<file path="config.mk">
export PLATFORM = sky130hd
export DESIGN_NAME = operand_skew_feeder_flat
export DESIGN_NICKNAME = d
export VERILOG_FILES = /design/src/rtl/operand_skew_feeder_if.sv /design/src/rtl/operand_skew_feeder.sv /design/src/flat_wrapper.sv
export SDC_FILE = /design/constraint.sdc
export NUM_CORES = 1
export LEC_CHECK = 0
export CAP_MARGIN = 20
export CORE_MARGIN = 8
export CORE_UTILIZATION = 30
export DETAILED_ROUTE_END_ITERATION = 6
export GPL_TIMING_DRIVEN = 0
export PLACE_DENSITY = 0.59
export SLEW_MARGIN = 15
export SYNTH_ARGS = -nofsm -noshare
export SYNTH_HDL_FRONTEND = slang
export SYNTH_SLANG_ARGS = --single-unit
export TNS_END_PERCENT = 5
</file>
<file path="constraint.sdc">
create_clock -name clk -period 15 [get_ports clk]
set_input_delay 3.75 -clock clk [delete_from_list [all_inputs] [get_ports clk]]
set_output_delay 3.75 -clock clk [all_outputs]
set_load 0.01 [all_outputs]
</file>
<file path="src/rtl/operand_skew_feeder_if.sv">
// Purpose : bundles the command, operand-memory and array-feed signals of the skew feeder.
// Latency : n/a (wiring only).
// Backpressure: none; the feeder runs on a fixed cadence and the array must accept every beat.
// Ports   : start/base_col/num_cols (command), mem_en/mem_addr/mem_data (operand memory),
//           feed_data/feed_valid (array side), busy/done (status).
interface operand_skew_feeder_if;
   logic        start;
   logic [7:0]  base_col;
   logic [8:0]  num_cols;
   logic        mem_en;
   logic [9:0]  mem_addr;
   logic [15:0] mem_data;
   logic [63:0] feed_data;
   logic        feed_valid;
   logic        busy;
   logic        done;

   // feeder side
   modport master (
      input  start, base_col, num_cols, mem_data,
      output mem_en, mem_addr, feed_data, feed_valid, busy, done
   );

   // requester / memory / array side
   modport slave (
      output start, base_col, num_cols, mem_data,
      input  mem_en, mem_addr, feed_data, feed_valid, busy, done
   );
endinterface

</file>
<file path="src/rtl/operand_skew_feeder.sv">
// Purpose : reads a K-column operand slice row by row and feeds it diagonally skewed to a 4-row array.
// Latency : first read one cycle after start, beat b at cycle 4b+5, done at cycle 4K+14.
// Backpressure: none; start is ignored while busy, beats are strobed on a fixed 4-cycle cadence.
// Ports   : clk, rst (async, active-high); bus (master modport) carries command, memory and feed signals.
module operand_skew_feeder #(
   parameter int ROWS       = 4,    // datapath below is laid out for 4 rows
   parameter int ROW_STRIDE = 256
) (
   input  logic                  clk,
   input  logic                  rst,
   operand_skew_feeder_if.master bus
);
   typedef enum logic [1:0] {IDLE, FETCH, FLUSH, FINISH} state_t;

   state_t      state;
   state_t      state_nxt;

   logic [7:0]  base_q;
   logic [8:0]  k_q;
   logic [10:0] cyc;          // cycle number within the pass, 1 in the first FETCH cycle
   logic [10:0] fetch_end;
   logic [10:0] flush_end;
   logic        accept;

   logic        mem_en_c;
   logic        busy_c;
   logic        done_c;

   logic [9:0]  rd_idx;       // read sequence number: column in [9:2], row in [1:0]
   logic [7:0]  rd_col;
   logic        rd_vld;
   logic [1:0]  rd_row;

   logic [15:0] colbuf [ROWS];
   logic [15:0] dly1;
   logic [15:0] dly2;
   logic [15:0] dly3a;
   logic [15:0] dly3b;
   logic [63:0] feed_q;
   logic        feed_vld_q;

   logic        beat_edge;
   logic [8:0]  beat;
   logic        cur_ok;
   logic        prev_ok;

   assign fetch_end = {k_q, 2'b00};
   assign flush_end = fetch_end + 11'd13;
   assign accept    = bus.start && ((state == IDLE) || (state == FINISH));

   // The column field is 8 bits, so base+k wraps inside the row and never
   // carries into the row part of the address.
   assign rd_idx = cyc[9:0] - 10'd1;
   assign rd_col = base_q + rd_idx[9:2];

   // Beat b is loaded at the end of cycle 4b+4 so it is visible in cycle 4b+5.
   assign beat_edge = busy_c && (cyc[1:0] == 2'b00);
   assign beat      = cyc[10:2] - 9'd1;

   // At the beat edge for beat b, rows 0/1 of the column buffer already hold
   // column b while rows 2/3 still hold column b-1 (row 2 is overwritten on
   // this very edge, row 3 one cycle later). Each is masked by whether the
   // column it holds lies inside 0..K-1, so the skew ramps fill with zeros.
   assign cur_ok  = {1'b0, beat} < {1'b0, k_q};
   assign prev_ok = (beat != 9'd0) && (beat <= k_q);

   always_comb begin
      state_nxt = state;
      mem_en_c  = 1'b0;
      busy_c    = 1'b0;
      done_c    = 1'b0;
      case (state)
         IDLE: begin
            if (bus.start) state_nxt = (bus.num_cols != 9'd0) ? FETCH : FINISH;
         end
         FETCH: begin
            mem_en_c = 1'b1;
            busy_c   = 1'b1;
            if (cyc == fetch_end) state_nxt = FLUSH;
         end
         FLUSH: begin
            busy_c = 1'b1;
            if (cyc == flush_end) state_nxt = FINISH;
         end
         FINISH: begin
            done_c = 1'b1;
            if (bus.start) state_nxt = (bus.num_cols != 9'd0) ? FETCH : FINISH;
            else           state_nxt = IDLE;
         end
         default: state_nxt = IDLE;
      endcase
   end

   always_ff @(posedge clk or posedge rst) begin
      if (rst) state <= IDLE;
      else     state <= state_nxt;
   end

   always_ff @(posedge clk or posedge rst) begin
      if (rst) begin
         base_q     <= '0;
         k_q        <= '0;
         cyc        <= '0;
         rd_vld     <= 1'b0;
         rd_row     <= '0;
         for (int i = 0; i < ROWS; i++) colbuf[i] <= '0;
         dly1       <= '0;
         dly2       <= '0;
         dly3a      <= '0;
         dly3b      <= '0;
         feed_q     <= '0;
         feed_vld_q <= 1'b0;
      end else begin
         rd_vld     <= mem_en_c;
         rd_row     <= rd_idx[1:0];
         feed_vld_q <= 1'b0;
         if (accept) begin
            // New pass: parameters are frozen here and the skew pipeline is
            // emptied so the leading triangle of the first beats reads zero.
            base_q <= bus.base_col;
            k_q    <= bus.num_cols;
            cyc    <= 11'd1;
            for (int i = 0; i < ROWS; i++) colbuf[i] <= '0;
            dly1   <= '0;
            dly2   <= '0;
            dly3a  <= '0;
            dly3b  <= '0;
         end else begin
            if (busy_c) cyc <= cyc + 11'd1;
            if (rd_vld) colbuf[rd_row] <= bus.mem_data;
            if (beat_edge) begin
               feed_q     <= {dly3b, dly2, dly1, (cur_ok ? colbuf[0] : 16'd0)};
               feed_vld_q <= 1'b1;
               dly1       <= cur_ok  ? colbuf[1] : 16'd0;
               dly2       <= prev_ok ? colbuf[2] : 16'd0;
               dly3a      <= prev_ok ? colbuf[3] : 16'd0;
               dly3b      <= dly3a;
            end
         end
      end
   end

   assign bus.mem_en     = mem_en_c;
   assign bus.mem_addr   = 10'(ROW_STRIDE) * {8'd0, rd_idx[1:0]} + {2'b00, rd_col};
   assign bus.busy       = busy_c;
   assign bus.done       = done_c;
   assign bus.feed_data  = feed_q;
   assign bus.feed_valid = feed_vld_q;
endmodule

</file>
<file path="src/flat_wrapper.sv">
// flat-port wrapper written by rule: the top's interface ports become plain ports
module operand_skew_feeder_flat 
#(
   parameter int ROWS       = 4,                                            
   parameter int ROW_STRIDE = 256
)
  (clk, rst, bus_start, bus_base_col, bus_num_cols, bus_mem_data, bus_mem_en, bus_mem_addr, bus_feed_data, bus_feed_valid, bus_busy, bus_done);
  operand_skew_feeder_if bus_i ();
  input  logic clk;
  input  logic rst;
  input wire logic [$bits(bus_i.start)-1:0] bus_start;
  input wire logic [$bits(bus_i.base_col)-1:0] bus_base_col;
  input wire logic [$bits(bus_i.num_cols)-1:0] bus_num_cols;
  input wire logic [$bits(bus_i.mem_data)-1:0] bus_mem_data;
  output wire logic [$bits(bus_i.mem_en)-1:0] bus_mem_en;
  output wire logic [$bits(bus_i.mem_addr)-1:0] bus_mem_addr;
  output wire logic [$bits(bus_i.feed_data)-1:0] bus_feed_data;
  output wire logic [$bits(bus_i.feed_valid)-1:0] bus_feed_valid;
  output wire logic [$bits(bus_i.busy)-1:0] bus_busy;
  output wire logic [$bits(bus_i.done)-1:0] bus_done;
  assign bus_i.start = bus_start;
  assign bus_i.base_col = bus_base_col;
  assign bus_i.num_cols = bus_num_cols;
  assign bus_i.mem_data = bus_mem_data;
  assign bus_mem_en = bus_i.mem_en;
  assign bus_mem_addr = bus_i.mem_addr;
  assign bus_feed_data = bus_i.feed_data;
  assign bus_feed_valid = bus_i.feed_valid;
  assign bus_busy = bus_i.busy;
  assign bus_done = bus_i.done;
  operand_skew_feeder #(.ROWS(ROWS), .ROW_STRIDE(ROW_STRIDE)) u_core (.clk(clk), .rst(rst), .bus(bus_i));
endmodule
</file>
# --- Yosys cells after proc, flatten, opt, wreduce, memory -nomap -nowiden ---
# Cells that the tools add are included.
# Widths: inputs -> output; s select.
op_classes:
  bitwise_logic: 2
  order_cmp: 4
  muxes: 30
  eq_ne: 8
  addsub: 6
  reduce_logical: 15
op_table:
  columns: ["cell", "n"]
  rows:
  - ["$mux 16", 13]
  - ["$mux 64", 2]
  - ["$bwmux 64", 1]
  - ["$demux 16 s2", 1]
  - ["$eq 11x11->1", 2]
  - ["$mux 11", 2]
  - ["$reduce_bool 9->1", 2]
  - ["$add 11x1->11 const B", 1]
  - ["$add 11x4->11 const B", 1]
  - ["$add 10x8->10", 1]
  - ["$mux 2", 5]
  - ["$sub 10x1->10 const B", 1]
  - ["$le 9x9->1", 1]
  - ["$lt 9x9->1", 1]
  - ["$sub 9x1->9 const B", 1]
  - ["$add 8x8->8", 1]
  - ["$pmux 2 s4", 1]
  - ["$reduce_bool 2->1", 3]
  - ["$mux 1", 5]
  - ["$eq 2x2->1 const B", 2]
  - ["$logic_and 1x1->1", 4]
  - ["$logic_not 2->1", 2]
  - ["$ne 2x1->1 const B", 2]
  - ["$ge 3x3->1 const B", 1]
  - ["other kinds (9)", 9]
word_totals:
  register_bits: 226
  output_inout_bits: 78
  elab_cells: 81
  in_bits: 36

# --- Logic depth before layout (Yosys ltp) ---
# Gate-level depths: netlist (run 1).
depth:
  depth_word: 8
  ltp_mapped: 14
  depth_no_buf: 13

# --- Worst setup path after synthesis (run 1) ---
# Ideal clock, no wire load.
synth_path:
  path_kind: "reg2out"
  from: "reg u_core.cyc[3]"
  to: "out bus_mem_addr[7]"
  stages_incl_launch_ff: 11
  n_path_buf: 0
  t_arrival_ns: 2.735
  t_required_ns: 11.250
  slack_ns: 8.515
  path_cell_list: "dfrtp_1 -> inv_1 -> ha_1 -> or3b_4 -> or3_4 -> or2_2 -> xnor2_1 -> ha_1 -> a21oi_1 -> o21ai_0 -> xnor2_1"
synth_between:
  elab_chain_len: 3
synth_rtl:
  columns: ["item", "line", "text"]
  rows:
  - ["from (decl)", "operand_skew_feeder.sv:20", "logic [10:0] cyc;"]
  - ["from (signal assigned)", "operand_skew_feeder.sv:129", "if (busy_c) cyc <= cyc + 11'd1;"]
  - ["$sub 10x1->10", "operand_skew_feeder.sv:53", "assign rd_idx = cyc[9:0] - 10'd1;"]
  - ["$add 8x8->8", "operand_skew_feeder.sv:54", "assign rd_col = base_q + rd_idx[9:2];"]
  - ["$add 10x8->10", "operand_skew_feeder.sv:144", "assign bus.mem_addr = 10'(ROW_STRIDE) * {8'd0, rd_idx[1:0]} + {2'b00, rd_col};"]
  - ["to (decl)", "flat_wrapper.sv:16", "output wire logic [$bits(bus_i.mem_addr)-1:0] bus_mem_addr;"]
# No other way between the ends.

# --- Final worst setup path (run 1) ---
# Ends and elaborated chain as after synthesis.

==> summary.md, run 1 <==
| Metric | Value |
|---|---|
| Setup WS pre-CTS | `7.72 ns` |
| DP HPWL | `19200 um` |
| Synth Cell Area | `9770 sq um` |
| Cell count after synthesis | `997` |
| Min Tclk post-route | `7.88 ns` |
| Hold Crit Class | `reg2reg` |
| Period utilization | `52.5%` |
| Overflow left after global routing | `0` |
| Core Region | `32300 sq um` |
| Fillers | `3264` |
| EDFF count, synth | `0` |
| Routed WL | `26800 um` |
| Hold wc startpoint | `u_core.dly2[5]$_DFFE_PP0P_` |
| Startpoint types | `flop` |
| Reg2Reg Depth | `14` |
| Endpoint class of the critical path | `output port` |
| Setup ws final | `7.12 ns` |
| Avg WL per Cell | `16.7 um` |
| First-pass GRT wire length | `42900 um` |
| Peak VDD IR | `0.179 mV` |
| Critical path arrival | `4.13 ns` |
| Pwr dens | `220 nW/um^2` |
| Most frequent cells in the layout | `nand2_1, dfrtp_1, clkdlybuf4s50_1` |
| Register area share after synthesis | `57.9%` |
| Reg2reg start | `u_core.cyc[3]$_DFFE_PP0P_` |
| P_leak | `5.61 nW` |
| Fin area | `12300 sq um` |
| Slowest cell on crit path | `clkdlybuf4s50_1` |
| Ports | `114` |
| CTS sink count | `226` |
| Status | `complete, no violations` |
| CP Class | `reg2out` |
| Required time worst endpoint | `11.25 ns` |
| Max layer used | `met5` |
| Area grow syn2layout | `25.6%` |
| Ys flop type | `dfrtp_1` |
| Met2 wire length | `11800 um` |
| Reg2Reg Capture Point | `u_core.dly1[9]$_DFFE_PP0P_` |
| Initial DRC Count | `503` |
| Final Skew | `0.0111 ns` |
| Syn_nets | `1062` |
| RSZ-0062 raised after global routing | `no` |
| Reg-to-reg slack, setup | `10.72 ns` |
| TritonCTS clock tree | `yes` |
| CTS Hold Bufs | `0` |
| DIE WIDTH | `196 um` |
| Slew margin rel. | `52.1%` |
| Final net count | `1204` |
| Max-cap violations | `0` |
| Asr flop ratio synth | `100%` |
| CP peak stage delay | `0.60 ns` |
| Met3 WL post-DR | `1620 um` |
| Layout cells sized above 1 | `4.67%` |
| Synth unique cells | `50` |
| Placer Congestion | `0.853` |
| CTS HTree Levels | `1` |
| Pre-antenna DRT Iters | `7` |
| YS warnings | `0` |
| TritonCTS buffer count | `25` |
| All-Layer GR Usage | `13.9%` |
| Chip height | `196 um` |
| Reg clk slew, reported paths | `0.06 ns` |
| Via Count | `7378` |
| Port Buf Inserts | `113` |
| Final hold vios | `0` |
| # rows | `66` |
| Residual DRC count | `0` |
| Worst slew pin tran | `0.719 ns` |
| Clk root buf | `clkbuf_16` |
| Crit-path max FO | `6` |
| Post-cts resize count | `0` |
| Initial antenna violation count | `2` |
| Min-Delay Path Depth | `2` |
| Area after DPL | `11500 sq um` |
| Area of the die | `38600 sq um` |
| Max-slew violations | `0` |
| ANT nets after route | `0` |
| Post-CTS Setup Repair Bufs | `0` |
| Max Clk Rate | `0.127 GHz` |
| Vias in the first global route | `7511` |
| Initial Util | `30.2%` |
| Most common cell after layout, fill and taps aside | `nand2_1` |
| Final setup viols | `0` |
| Via/cell ratio | `4.61` |
| FF+latch count, synth | `226` |
| Hold Path Sink | `u_core.bus.feed_data[37]$_DFFE_PP0P_` |
| Synthesized area per cell | `9.80 sq um` |
| WL met1 | `12800 um` |
| Pin count of the biggest net entering global routing | `93` |
| CTS Buffer Depth | `3` |
| Clk_lat worst skew | `0.53 ns` |
| Cells along the critical path | `inv_1 > ha_1 > or3b_4 > or3_4 > or2_2 > xnor2_1 > ha_1 > a21oi_1 > o21ai_0 > xnor2_1 > clkdlybuf4s50_1` |
| TNS Setup | `0 ns` |
==> Yosys cell counts (all sizes together) (2+ instances only) <==
cell / n / area, sq um
a211o: 2 / 17.5
a211oi: 2 / 15.0
a21o: 2 / 15.0
a21oi: 76 / 392
a22o: 64 / 561
a31oi: 2 / 12.5
and3: 2 / 12.5
buf: 7 / 57.6
clkbuf: 52 / 195
dfrtp: 226 / 5660
ha: 28 / 350
inv: 25 / 93.8
mux2i: 3 / 30.0
nand2: 356 / 1340
nand2b: 3 / 18.8
nand3: 8 / 40.0
nand4: 7 / 43.8
nor2: 14 / 52.6
nor2b: 3 / 18.8
nor3: 6 / 30.0
nor4: 4 / 25.0
o21ai: 40 / 204
o21bai: 2 / 15.0
o31ai: 6 / 45.0
or2: 2 / 12.5
or3: 3 / 30.0
or3b: 2 / 20.0
or4: 2 / 15.0
xnor2: 25 / 238
xor2: 11 / 96.3
==> critical path: cells and delay by family, from the launching register on <==
family,cells,cell delay (ns)
compound gates,2,0.26
xor+xnor,2,0.39
fa+ha+maj,2,0.60
buf+inv,2,0.80
flops,1,0.46
simple gates,3,1.09
==> report_power, final <==
| part | internal (mW) | switching (mW) | total [mW] |
|---|---|---|---|
| registers | 0.826 | 0.142 | 0.968 |
| clock network | 0.320 | 0.251 | 0.571 |
| logic | 0.496 | 0.665 | 1.16 |
| total | 1.64 | 1.06 | 2.70 |
==> cell families (layout without fill, tap and decap cells) <==
logic type / Yosys count / count (layout) / share of synthesized area, %
AND/OR/NAND/NOR: 418 / 418 / 17.5
flip-flops: 226 / 226 / 57.9
AO/OA/AOI/OAI: 201 / 201 / 13.5
buffers and inverters: 84 / 243 / 3.55
XOR/XNOR: 36 / 36 / 3.42
adder cells (fa/ha/maj): 29 / 29 / 3.79
multiplexers: 3 / 3 / 0.308
other: 0 / 1 / 0
==> state kept, by name (all words and copies together) (netlist names) <==
| name | flops |
|---|---|
| u_core.bus.feed_valid | 1 |
| u_core.bus.feed_data | 64 |
| u_core.colbuf | 64 |
| u_core.rd_vld | 1 |
| u_core.dly1 | 16 |
| u_core.dly2 | 16 |
| u_core.dly3b | 16 |
| u_core.rd_row | 2 |
| u_core.k_q | 9 |
| u_core.cyc | 11 |
| u_core.state | 2 |
| u_core.dly3a | 16 |
| u_core.base_q | 8 |
==> per-stage QoR <==
stage	hold WS, ns	instances	power [mW]	utilization (%)
floorplan	0.439	997	1.63	-
global placement	0.459	1552	2.13	35.5
detailed placement	0.459	1554	2.15	35.7
CTS	0.477	1598	2.74	38.0
global route	0.494	1599	2.91	38.0
finish	0.470	1599	2.70	38.0
==> metal layers <==
layer  vias up  track usage, %
met4         2            3.28
met3        32            3.46
li1       3631               -
met2       148            21.5
met1      3565            19.3
met5         -               0
==> cell type report <==
type                       count  area (sq um)  share of cell area (%)
clock inverter                 9          71.3                   0.581
inverter                      25           101                   0.826
timing repair buffer         115          1190                    9.67
tap                          442           553                    4.51
antenna                        1          2.50                  0.0204
sequential                   226          5660                    46.1
multi-input combinational    687          3760                    30.7
clock buffer                  35           683                    5.57
buffer                        59           253                    2.06
==> how the worst max path moves through the flow <==
stage               depth (start not counted)                              endpoint                       from
floorplan                                   1          u_core.base_q[0]$_DFFE_PP0P_                        rst
global placement                            2  u_core.bus.feed_data[55]$_DFFE_PP0P_                        rst
detailed placement                         11                       bus_mem_addr[7]  u_core.cyc[3]$_DFFE_PP0P_
CTS                                        11                       bus_mem_addr[7]  u_core.cyc[3]$_DFFE_PP0P_
global route                               11                       bus_mem_addr[7]  u_core.cyc[3]$_DFFE_PP0P_
finish                                     11                       bus_mem_addr[7]  u_core.cyc[3]$_DFFE_PP0P_
(Power assumes the default switching activity.)
==> run 2: changes to the inputs <==
PLACE_DENSITY = 0.61   (was 0.59)
clock period = 6.8 ns   (was 15 ns; I/O delays follow)
==> summary.md, run 2 (synthesized netlist as in run 1, its figures left out) <==
| Metric | Value |
|---|---|
| Startpoint types | `flop` |
| CTS Buffer Depth | `3 (unchanged)` |
| Ports | `114 (unchanged)` |
| Max Clk Rate | `0.174 GHz` |
| CP Class | `reg2out` |
| Clk_lat worst skew | `0.53 ns (about the same)` |
| CTS HTree Levels | `1 (unchanged)` |
| WL met1 | `12200 um (-4.2%)` |
| Register area | `5660 sq um (unchanged)` |
| Most frequent cells in the layout | `nand2_1, dfrtp_1, clkdlybuf4s50_1` |
| Chip height | `196 um (unchanged)` |
| Reg clk slew, reported paths | `0.06 ns (about the same)` |
| # rows | `66 (unchanged)` |
| Area grow syn2layout | `27.3%` |
| CTS Hold Bufs | `0 (unchanged)` |
| Via Count | `7436 (+0.79%)` |
| Antenna cell count | `0 (-1)` |
| DP HPWL | `19200 um (-0.22%)` |
| Crit-path max FO | `6 (unchanged)` |
| Combinational share of power | `42.0% (-1.0 points)` |
| Initial Util | `30.2% (unchanged)` |
| Status | `complete, no violations` |
| Fin cells | `1606 (+0.44%)` |
| Via/cell ratio | `4.63 (+0.35%)` |
| P_leak | `5.70 nW (+1.5%)` |
| Max layer used | `met4` |
| Avg WL per Cell | `16.3 um (-2.5%)` |
| Vias in the first global route | `7638 (+1.7%)` |
| Endpoint class of the critical path | `output port` |
| TritonCTS buffer count | `26 (+4.0%)` |
| Overflow left after global routing | `0 (unchanged)` |
| Max-slew violations | `0 (unchanged)` |
| Slew margin rel. | `46.5% (-5.5 points)` |
| Peak VDD IR | `0.353 mV (+97%)` |
| TNS Setup | `0 ns (unchanged)` |
| Placer Congestion | `0.845 (-0.94%)` |
| Part of the power in registers | `35.2% (-0.7 points)` |
| RSZ-0062 raised after global routing | `no` |
| Final Skew | `0.0192 ns (+0.00810 ns)` |
| Sw frac | `38.6% (-0.59 points)` |
| First-pass GRT wire length | `42400 um (-1.3%)` |
| Post-cts resize count | `0 (unchanged)` |
| Period utilization | `84.3%` |
| All-Layer GR Usage | `13.7% (-0.22 points)` |
| Fillers | `3179 (-2.6%)` |
| Met3 WL post-DR | `1660 um (+2.8%)` |
| Clk root buf | `clkbuf_16` |
| Clk pwr share | `22.8% (+1.6 points)` |
| Final net count | `1209 (+0.42%)` |
| Min Tclk post-route | `5.73 ns` |
| Worst slew pin tran | `0.802 ns (+0.0832 ns)` |
| Residual DRC count | `0 (unchanged)` |
| Initial DRC Count | `516 (+2.6%)` |
| Area of the die | `38600 sq um (unchanged)` |
| Post-CTS Setup Repair Bufs | `0 (unchanged)` |
| Required time worst endpoint | `5.10 ns (-6.15 ns)` |
| Layout cells sized above 1 | `5.84% (+1.2 points)` |
| Max-cap violations | `0 (unchanged)` |
| Core Region | `32300 sq um (unchanged)` |
| Routed WL | `26200 um (-2.1%)` |
| Pin count of the biggest net entering global routing | `36 (-61%)` |
| Pre-antenna DRT Iters | `5 (-2)` |
| Multi-input gate area | `3760 sq um (unchanged)` |
| Most common cell after layout, fill and taps aside | `nand2_1` |
| Final hold vios | `0 (unchanged)` |
| P_int | `3.73 mW (+130%)` |
| Critical path arrival | `4.03 ns (-0.10 ns)` |
| DIE WIDTH | `196 um (unchanged)` |
| Pwr dens | `488 nW/um^2 (+120%)` |
| TritonCTS clock tree | `yes` |
| Initial antenna violation count | `0 (-2)` |
| ANT nets after route | `0 (unchanged)` |
| Psw | `2.34 mW (+120%)` |
| CTS sink count | `226 (unchanged)` |
| Met2 wire length | `11600 um (-1.7%)` |
| Final setup viols | `0 (unchanged)` |
| Hold Crit Class | `reg2reg` |
| Port Buf Inserts | `113 (unchanged)` |
| Placed Instances | `1558 (+0.26%)` |
==> run 2: routing by layer <==
metal	vias up	track usage (%)
met4	0	4.07
met2	180	21.0
met5	-	0
met3	37	2.95
met1	3593	19.1
li1	3626	-
==> run 2: power by group through the flow <==
stage          logic (mW)  registers [mW]  clock network (mW)
6_report             2.55            2.13                1.38
5_1_grt              2.85            2.20                1.48
4_1_cts              2.59            2.14                1.42
3_5_place_dp         2.57            2.16                   0
3_3_place_gp         2.54            2.15                   0
2_1_floorplan        1.43            2.16                   0
==> run 2: worst paths after layout <==
path                                                 start                              endpoint  slack [ns]  cells after the start
worst min register to register  u_core.dly2[1]$_DFFE_PP0P_  u_core.bus.feed_data[33]$_DFFE_PP0P_        0.47                      2
worst max register to register   u_core.cyc[3]$_DFFE_PP0P_            u_core.dly1[9]$_DFFE_PP0P_        2.54                     14
min in group asynchronous                              rst  u_core.bus.feed_data[25]$_DFFE_PP0P_        1.63                      2
worst max-delay path             u_core.cyc[3]$_DFFE_PP0P_                       bus_mem_addr[7]        1.07                     11
max in group asynchronous                              rst  u_core.bus.feed_data[55]$_DFFE_PP0P_        4.07                      5
worst min-delay path            u_core.dly2[1]$_DFFE_PP0P_  u_core.bus.feed_data[33]$_DFFE_PP0P_        0.47                      2
==> run 2: cell type report <==
type / instances / area share [%]
buffer: 59 / 2.03
clock buffer: 30 / 5.52
clock inverter: 18 / 1.36
inverter: 25 / 0.785
multi-input combinational: 687 / 30.3
sequential: 226 / 45.5
tap: 442 / 4.45
timing repair buffer: 119 / 10.1
==> run 2: metrics by stage <==
stage          util (%)  power (mW)  instance area [sq um]  hold slack (ns)  worst slack, ns
2_1_floorplan         -        3.60                   9770            0.439             2.15
3_3_place_gp       35.5        4.69                  11500            0.462            0.393
3_5_place_dp       35.8        4.73                  11600            0.455             1.63
4_1_cts            38.5        6.15                  12400            0.471             1.03
5_1_grt            38.5        6.53                  12400            0.501            0.877
6_report           38.5        6.07                  12400            0.468             1.07
==> run 2: critical path, stage by stage (launching register included) <==
cell and delay (ns):
dfrtp_1 0.46, inv_1 0.19, ha_1 0.25, or3b_4 0.42
or3_4 0.36, or2_2 0.29, xnor2_1 0.14, ha_1 0.34
a21oi_1 0.14, o21ai_0 0.11, xnor2_1 0.22, clkdlybuf4s50_1 0.58
